## src/rtl/fetch_pkg.sv

```systemverilog
// ---------------------------------------------------------------------------
// fetch_pkg
// Shared types and constants for the instruction fetch sequencer.
//   fetch_state_t : sequencer FSM states
//   addr_t        : instruction word address (64-word memory)
//   instr_t       : instruction word
//   NOP_WORD      : encoding squashed when FETCH_NOP_SQUASH_EN is defined
// ---------------------------------------------------------------------------
package fetch_pkg;

  localparam int ADDR_W  = 6;
  localparam int INSTR_W = 32;

  typedef logic [ADDR_W-1:0]  addr_t;
  typedef logic [INSTR_W-1:0] instr_t;

  localparam addr_t  LAST_ADDR = 6'd63;
  localparam instr_t NOP_WORD  = 32'h0007_8000;

  typedef enum logic [1:0] {
    IDLE = 2'd0,
    RUN  = 2'd1,
    STEP = 2'd2,
    DONE = 2'd3
  } fetch_state_t;

endpackage : fetch_pkg

```

## src/rtl/fetch_sequencer.sv

```systemverilog
// ---------------------------------------------------------------------------
// fetch_sequencer
// Program counter and fetch controller for the 64-word instruction memory.
// Drives the memory word address, captures the returned word into a
// one-entry buffer and hands it to decode over valid/ready.
//
// Ports
//   clk, reset      : clock (rising edge), asynchronous active-high reset
//   run             : level, fetch continuously while high
//   step            : one-cycle pulse, fetch one word (honoured in IDLE only)
//   branch_valid    : one-cycle redirect request
//   branch_target   : redirect address
//   count           : registered PC, address to instruction memory
//   mem_instr       : combinational memory data for count
//   instr_out       : buffered instruction to decode
//   instr_pc        : address instr_out was fetched from
//   instr_valid     : instr_out holds an unconsumed word
//   instr_ready     : decode accepts (transfer = valid & ready)
//   busy            : state is RUN or STEP
//   done            : state is DONE
//
// Build option
//   FETCH_NOP_SQUASH_EN : fetched NOP_WORD is dropped instead of buffered;
//                         the PC still advances and the LAST_ADDR stop holds.
//
// States
//   IDLE | waiting for run/step; a branch only reloads the PC
//   RUN  | fetching every cycle the buffer can take a word
//   STEP | fetching a single word, then back to IDLE
//   DONE | LAST_ADDR fetched; leaves only on branch or reset
// ---------------------------------------------------------------------------
module fetch_sequencer
  import fetch_pkg::*;
(
  input  logic   clk,
  input  logic   reset,
  input  logic   run,
  input  logic   step,
  input  logic   branch_valid,
  input  addr_t  branch_target,
  output addr_t  count,
  input  instr_t mem_instr,
  output instr_t instr_out,
  output addr_t  instr_pc,
  output logic   instr_valid,
  input  logic   instr_ready,
  output logic   busy,
  output logic   done
);

  fetch_state_t r_state;
  fetch_state_t w_state_nxt;

  addr_t  r_count;
  instr_t r_instr;
  addr_t  r_pc;
  logic   r_valid;

  logic w_active;
  logic w_fetch;
  logic w_xfer;
  logic w_load;
  logic w_at_last;

  assign w_active  = (r_state == RUN) || (r_state == STEP);
  // A fetch needs an empty buffer or one being drained this same cycle;
  // a branch cycle never fetches because count is being redirected.
  assign w_fetch   = w_active && !branch_valid && (!r_valid || instr_ready);
  assign w_xfer    = r_valid && instr_ready;
  assign w_at_last = (r_count == LAST_ADDR);

`ifdef FETCH_NOP_SQUASH_EN
  assign w_load = w_fetch && (mem_instr != NOP_WORD);
`else
  assign w_load = w_fetch;
`endif

  always_ff @(posedge clk or posedge reset) begin
    if (reset) begin
      r_state <= IDLE;
    end else begin
      r_state <= w_state_nxt;
    end
  end

  always_comb begin
    w_state_nxt = r_state;
    unique case (r_state)
      IDLE: begin
        // branch wins over run/step: IDLE only reloads the PC that cycle
        if (!branch_valid) begin
          if (run) begin
            w_state_nxt = RUN;
          end else if (step) begin
            w_state_nxt = STEP;
          end
        end
      end
      RUN: begin
        if (w_fetch && w_at_last) begin
          w_state_nxt = DONE;
        end else if (!run) begin
          w_state_nxt = IDLE;
        end
      end
      STEP: begin
        if (w_fetch) begin
          w_state_nxt = w_at_last ? DONE : IDLE;
        end
      end
      DONE: begin
        if (branch_valid) begin
          w_state_nxt = run ? RUN : IDLE;
        end
      end
      default: w_state_nxt = IDLE;
    endcase
  end

  always_ff @(posedge clk or posedge reset) begin
    if (reset) begin
      r_count <= '0;
      r_instr <= '0;
      r_pc    <= '0;
      r_valid <= 1'b0;
    end else if (branch_valid) begin
      // flush: a same-cycle transfer was already accepted by decode
      r_count <= branch_target;
      r_valid <= 1'b0;
    end else begin
      // PC saturates at LAST_ADDR rather than wrapping
      if (w_fetch && !w_at_last) begin
        r_count <= r_count + 1'b1;
      end
      if (w_load) begin
        r_instr <= mem_instr;
        r_pc    <= r_count;
        r_valid <= 1'b1;
      end else if (w_xfer) begin
        r_valid <= 1'b0;
      end
    end
  end

  assign count       = r_count;
  assign instr_out   = r_instr;
  assign instr_pc    = r_pc;
  assign instr_valid = r_valid;
  assign busy        = w_active;
  assign done        = (r_state == DONE);

endmodule : fetch_sequencer

```

## config.mk

```make
export PLATFORM = sky130hd
export DESIGN_NAME = fetch_sequencer
export DESIGN_NICKNAME = d
export VERILOG_FILES = /design/src/rtl/fetch_pkg.sv /design/src/rtl/fetch_sequencer.sv
export SDC_FILE = /design/constraint.sdc
export NUM_CORES = 1
export LEC_CHECK = 0
export CORE_UTILIZATION = 41
export CTS_CLUSTER_SIZE = 30
export DETAILED_ROUTE_END_ITERATION = 7
export GPL_ROUTABILITY_DRIVEN = 0
export HOLD_SLACK_MARGIN = 0.06
export PLACE_DENSITY = 0.82
export SYNTH_ARGS = -nofsm -noshare
export SYNTH_HDL_FRONTEND = slang
export SYNTH_SLANG_ARGS = --single-unit
```

## constraint.sdc

```tcl
create_clock -name clk -period 2.1 [get_ports clk]
set_input_delay 0.42 -clock clk [delete_from_list [all_inputs] [get_ports clk]]
set_output_delay 0.42 -clock clk [all_outputs]
set_load 0.01 [all_outputs]
```

==> results of run 1 <==
layout by cell type (no fill, tap or decap), types with 3 or more instances in the layout:
cell type	netlist	layout
xnor2_1	3	3
buf_4	0	12
o21ai_0	8	8
dfrtp_1	47	47
ha_1	6	5
clkbuf_8	0	6
mux2_2	42	42
inv_1	8	6
clkdlybuf4s50_1	0	90
nand2_1	8	8
final timing paths:
kind | from | to | slack (ns)
min in group clk | instr_out[14]$_DFFE_PP0P_ | instr_out[14]$_DFFE_PP0P_ | 0.51
max in group asynchronous | reset | instr_pc[3]$_DFFE_PP0P_ | 1.29
worst min register to register | instr_out[14]$_DFFE_PP0P_ | instr_out[14]$_DFFE_PP0P_ | 0.51
worst min-delay path | reset | instr_out[9]$_DFFE_PP0P_ | 0.35
worst max-delay path | r_state[0]$_DFFE_PP0P_ | busy | 0.11
worst max register to register | r_state[0]$_DFFE_PP0P_ | r_state[1]$_DFFE_PP0P_ | 0.14
cell type report:
type / count / area share, %
Inverter: 8 / 0.943
Timing Repair Buffer: 103 / 31.7
Tap cell: 67 / 2.63
Clock buffer: 6 / 2.59
Sequential cell: 47 / 36.9
Multi-Input combinational cell: 86 / 25.0
Clock inverter: 1 / 0.157
cell families after synthesis:
group,Yosys count,synth area share (%)
compound gates,11,3.62
xor+xnor,4,1.75
fa+ha+maj,6,3.75
buf+inv,13,2.62
flops,47,58.7
mux,44,24.6
simple gates,21,4.99
per-layer routing:
metal / track usage (%) / vias to the layer above / wire length, um
met4: 5.66 / 0 / 40
met3: 5.69 / 5 / 279
met1: 21.8 / 753 / 1770
met5: 0 / - / 0
li1: - / 710 / -
met2: 32.2 / 61 / 2230
stage by stage:
step           hold slack, ns  setup slack [ns]  setup TNS, ns
2_1_floorplan           0.534             0.126              0
5_1_grt                 0.357           0.00576              0
3_5_place_dp            0.494           -0.0207         -0.111
4_1_cts                 0.347            0.0247              0
6_report                0.354             0.106              0
3_3_place_gp            0.489         -0.000578      -0.000699
report_power, final:
| part | total, mW | internal (mW) | switching, mW |
|---|---|---|---|
| clock | 0.531 | 0.258 | 0.273 |
| combinational | 2.42 | 1.50 | 0.922 |
| sequential | 1.56 | 1.34 | 0.219 |
| total | 4.51 | 3.10 | 1.41 |
flip-flops by register name (all words and copies together), names as in the netlist:
name,flops
instr_out,32
count,6
instr_pc,6
r_state,2
instr_valid,1
synth_stat cells, types with 2 or more instances:
cell	instances
inv_1	8
nand3_1	2
nand2_1	8
xnor2_1	3
dfrtp_1	47
nand4_1	2
buf_2	3
mux2i_1	2
mux2_2	42
o21ai_0	8
nor2_1	3
nand2b_1	2
ha_1	6
and3_1	2
timing repair:
item,4_1_cts,5_1_grt
hold endpoints to repair,0,0
resized for setup,0,2
endpoints found under the setup margin,0,26
critical path, cell delays in order, from the launching register on:
cell and delay (ns):
dfrtp_1 0.36, inv_1 0.10, ha_4 0.29, clkdlybuf4s50_1 0.53
==> impl_metrics.tcl, run 1 <==
set metrics [dict create \
    status "complete, no violations" \
    final_area_mm2 0.00318 \
    slew_headroom_pct 67.9 \
    fin_nets 301 \
    cap_violations 0 \
    p_leak_nw 1.34 \
    synth_edf_count 0 \
    crit_arrival_ns 1.57 \
    clock_skew_ns 0.00532 \
    place_area_mm2 0.00308 \
    final_util_pct 67.4 \
    vias_per_cell 4.81 \
    totalWireLength_um 4320 \
    cp_max_fo 4 \
    die_y_um 71.9 \
    via_count 1529 \
    core_area_mm2 0.00472 \
    diodes 0 \
    async_flop_share_pct 100 \
    grt_pass1_wl_um 7310 \
    cts_sinks 47 \
    h-tree-depth 2 \
    portBuffers 90 \
    start_util_pct 42.4 \
    hold_buffers 0 \
    synth_top_area_share_pct 58.7 \
    start_kind "flip-flop" \
    ys_warn_count 0 \
    synth.net_count 196 \
    rsz0062_at_grt "no" \
    synth.distinct_cells 22 \
    drc 0 \
    slew_violations 0 \
    cts_tree "done" \
    powerDensity_mw_per_mm2 1420 \
    die_w_um 71.9 \
    drive_gt1_share_pct 26.7 \
    pin_count 91 \
    die_area_mm2 0.00517 \
    antenna_left 0 \
    vdd_drop_max_uv 693 \
    setup_viol 0 \
    final-seq-area_mm2 0.00118 \
    routedWlPerCell_um 13.6 \
    overflow 0 \
    clk_latency_ns 0.29 \
    syn-cell-area_mm2 0.00200 \
    clock_tree.root_cell "clkbuf_8" \
    power.total_mw 4.51 \
    netlist_instances 146 \
    dr.first_iter.drc_count 36 \
    hpwl_um 3220 \
    seq_area_frac_synth_pct 58.7 \
    track_usage_pct 18.4 \
    num_rows 25 \
    hold_viol_final 0 \
    synth-main-ff-cell "dfrtp_1" \
    yosysTopAreaCell "dfrtp_1" \
    synth.area.top_cells "dfrtp_1 (59%), mux2_2 (24%), ha_1 (3.7%)" \
    ys_ff_latch 47 \
    worstSetupEndpointType "primary output" \
    crit_required_ns 1.68 \
    grt_pass1_vias 1642 \
    first_pass_iters 5 \
    clkTransAtPathRegs_ns 0.08 \
    timing.fmax_mhz 502 \
    syn_to_final_growth_pct 58.9 \
    n_fill_cell 374 \
    multi_input_area_um2 796 \
    syn_avg_cell_area_um2 13.7 \
    clock_path_buffers 2 \
    fin_crit_sh_pct 94.9 \
    fin_crit_ns 1.99 \
    reg2reg_depth 7 \
    cts_buffers 5 \
    worstMarginPinSlew_ns 0.481 \
    hold_path.class "in -> async" \
    grt_max_degree 39 \
    cts_setup_buffers 0 \
    antenna_found_initial 0 \
    dpl.cell_count 311 \
    finalNonFillerCells 318 \
    crit_type "reg -> out" \
]
Note: power is estimated with default switching activity, not from simulation.
==> run 2: changes to the inputs <==
- CORE_MARGIN: unset -> 8
==> run 2 against run 1 <==
Compared with the run above: sequential cell count unchanged; clock skew fell by 0.0014 ns; largest cell class unchanged; die area up 43%; critical path type is now reg -> reg.
==> impl_metrics.tcl, run 2 (synthesis gave the netlist of run 1 again) <==
set metrics [dict create \
    status "complete, no violations" \
    r2r_slack_ns 0.14 \
    setup_viol 0 \
    overflow 0 \
    crit_arrival_ns 2.14 \
    cp_max_fo 4 \
    max_stage_delay_ns 0.41 \
    final_util_pct 67.6 \
    fin_nets 301 \
    cts_sinks 47 \
    antenna_left 0 \
    finalNonFillerCells 319 \
    clkTransAtPathRegs_ns 0.08 \
    clock_tree.root_cell "clkbuf_8" \
    die_area_mm2 0.00738 \
    vias_per_cell 4.75 \
    vdd_drop_max_uv 760 \
    first_pass_iters 5 \
    fin_crit_ns 1.96 \
    multi_input_area_um2 796 \
    grt_max_degree 38 \
    dpl.cell_count 311 \
    hold_path.class "in -> async" \
    powerDensity_mw_per_mm2 1420 \
    routedWlPerCell_um 15.4 \
    antenna_found_initial 0 \
    cp_slowest_cell "a222oi_1" \
    diodes 0 \
    critical-path-top-delay-family "compound AO/OA/AOI/OAI gates" \
    final_common_cell "clkdlybuf4s50_1" \
    grt_pass1_vias 1645 \
    worstSetupEndpointType "flip-flop" \
    dr.first_iter.drc_count 66 \
    drc 0 \
    die_y_um 85.9 \
    hpwl_um 3820 \
    grt_pass1_wl_um 8040 \
    cap_violations 0 \
    clk_latency_ns 0.29 \
    largest_reg_flops 32 \
    worstMarginPinSlew_ns 0.446 \
    cts_setup_buffers 0 \
    h-tree-depth 2 \
    num_rows 25 \
    crit_required_ns 2.27 \
    track_usage_pct 13.8 \
    drive_gt1_share_pct 25.8 \
    via_count 1514 \
    pin_count 91 \
    hold_viol_final 0 \
    clock_skew_ns 0.00395 \
    p_leak_nw 1.35 \
    slew_headroom_pct 70.2 \
    cts_buffers 5 \
    die_w_um 85.9 \
    crit_buf_inv 1 \
    clock_path_buffers 2 \
    fin_crit_sh_pct 93.5 \
    core_area_mm2 0.00472 \
    timing.fmax_mhz 509 \
    finalSetupTns_ns 0 \
    portBuffers 90 \
    syn_to_final_growth_pct 59.3 \
    layout_common_cells "clkdlybuf4s50_1 (89), dfrtp_1 (47), mux2_2 (42)" \
    crit_type "reg -> reg" \
    cts_tree "done" \
    start_util_pct 42.4 \
    totalWireLength_um 4930 \
    rsz0062_at_grt "no" \
    final-seq-area_mm2 0.00118 \
    worstPathCellList "inv_1 > ha_4 > nand2b_1 > nor2_4 > o21ai_0 > a222oi_1 > mux2_2" \
    slew_violations 0 \
    n_fill_cell 362 \
    start_kind "flip-flop" \
]
[run 2: cell types whose count changed in the layout (fill, tap and decap cells not counted), sizes merged]
cell	before	now
clkdlybuf4s50	90	89
clkbuf	6	7
dlymetal6s2s	0	1
[run 2: path summary, 6_finish.rpt]
kind / from / endpoint / cells past startpoint
worst max-delay path: r_state[0]$_DFFE_PP0P_ / r_state[0]$_DFFE_PP0P_ / 7
worst min-delay path: reset / r_state[1]$_DFFE_PP0P_ / 2
worst max register to register: r_state[0]$_DFFE_PP0P_ / r_state[0]$_DFFE_PP0P_ / 7
worst min register to register: instr_out[12]$_DFFE_PP0P_ / instr_out[12]$_DFFE_PP0P_ / 1
max in group asynchronous: reset / instr_out[21]$_DFFE_PP0P_ / 3
min in group clk: instr_out[12]$_DFFE_PP0P_ / instr_out[12]$_DFFE_PP0P_ / 1
[run 2: layout make-up]
type                            instances  share of cell area [%]
Clock inverter                          1                   0.157
Timing Repair Buffer                  103                    32.1
Clock buffer                            7                    2.39
Tap cell                               67                    2.63
Sequential cell                        47                    36.8
Inverter                                8                   0.940
Multi-Input combinational cell         86                    24.9
[run 2: stage by stage]
stage          hold slack, ns  setup slack (ns)  power, mW  area (um^2)
2_1_floorplan           0.534             0.126       2.73         2000
3_3_place_gp            0.488            0.0133       4.01         3100
3_5_place_dp            0.494          -0.00911       4.07         3100
4_1_cts                 0.388            0.0252       4.60         3180
5_1_grt                 0.404            0.0102       4.87         3190
6_report                0.386             0.137       4.55         3190
[run 2: per-layer routing]
metal	part of all wire (%)	global-route usage (%)	vias to the layer above
met3	9.6	6.59	8
met2	50	22.3	55
met1	39	15.5	739
met4	1.2	4.78	0
li1	-	-	712
met5	0	0	-
[run 2: what timing repair did]
item                                    in CTS  in global routing
hold buffers                                 0                  0
endpoints found under the setup margin       0                  3
resized for setup                            0                  2
[run 2: where the power goes]
| group | switching [mW] | total [mW] | internal [mW] | leakage, nW |
|---|---|---|---|---|
| clock | 0.281 | 0.515 | 0.234 | 0.0422 |
| sequential | 0.222 | 1.57 | 1.34 | 0.559 |
| combinational | 0.938 | 2.47 | 1.53 | 0.750 |
| total | 1.44 | 4.55 | 3.11 | 1.35 |
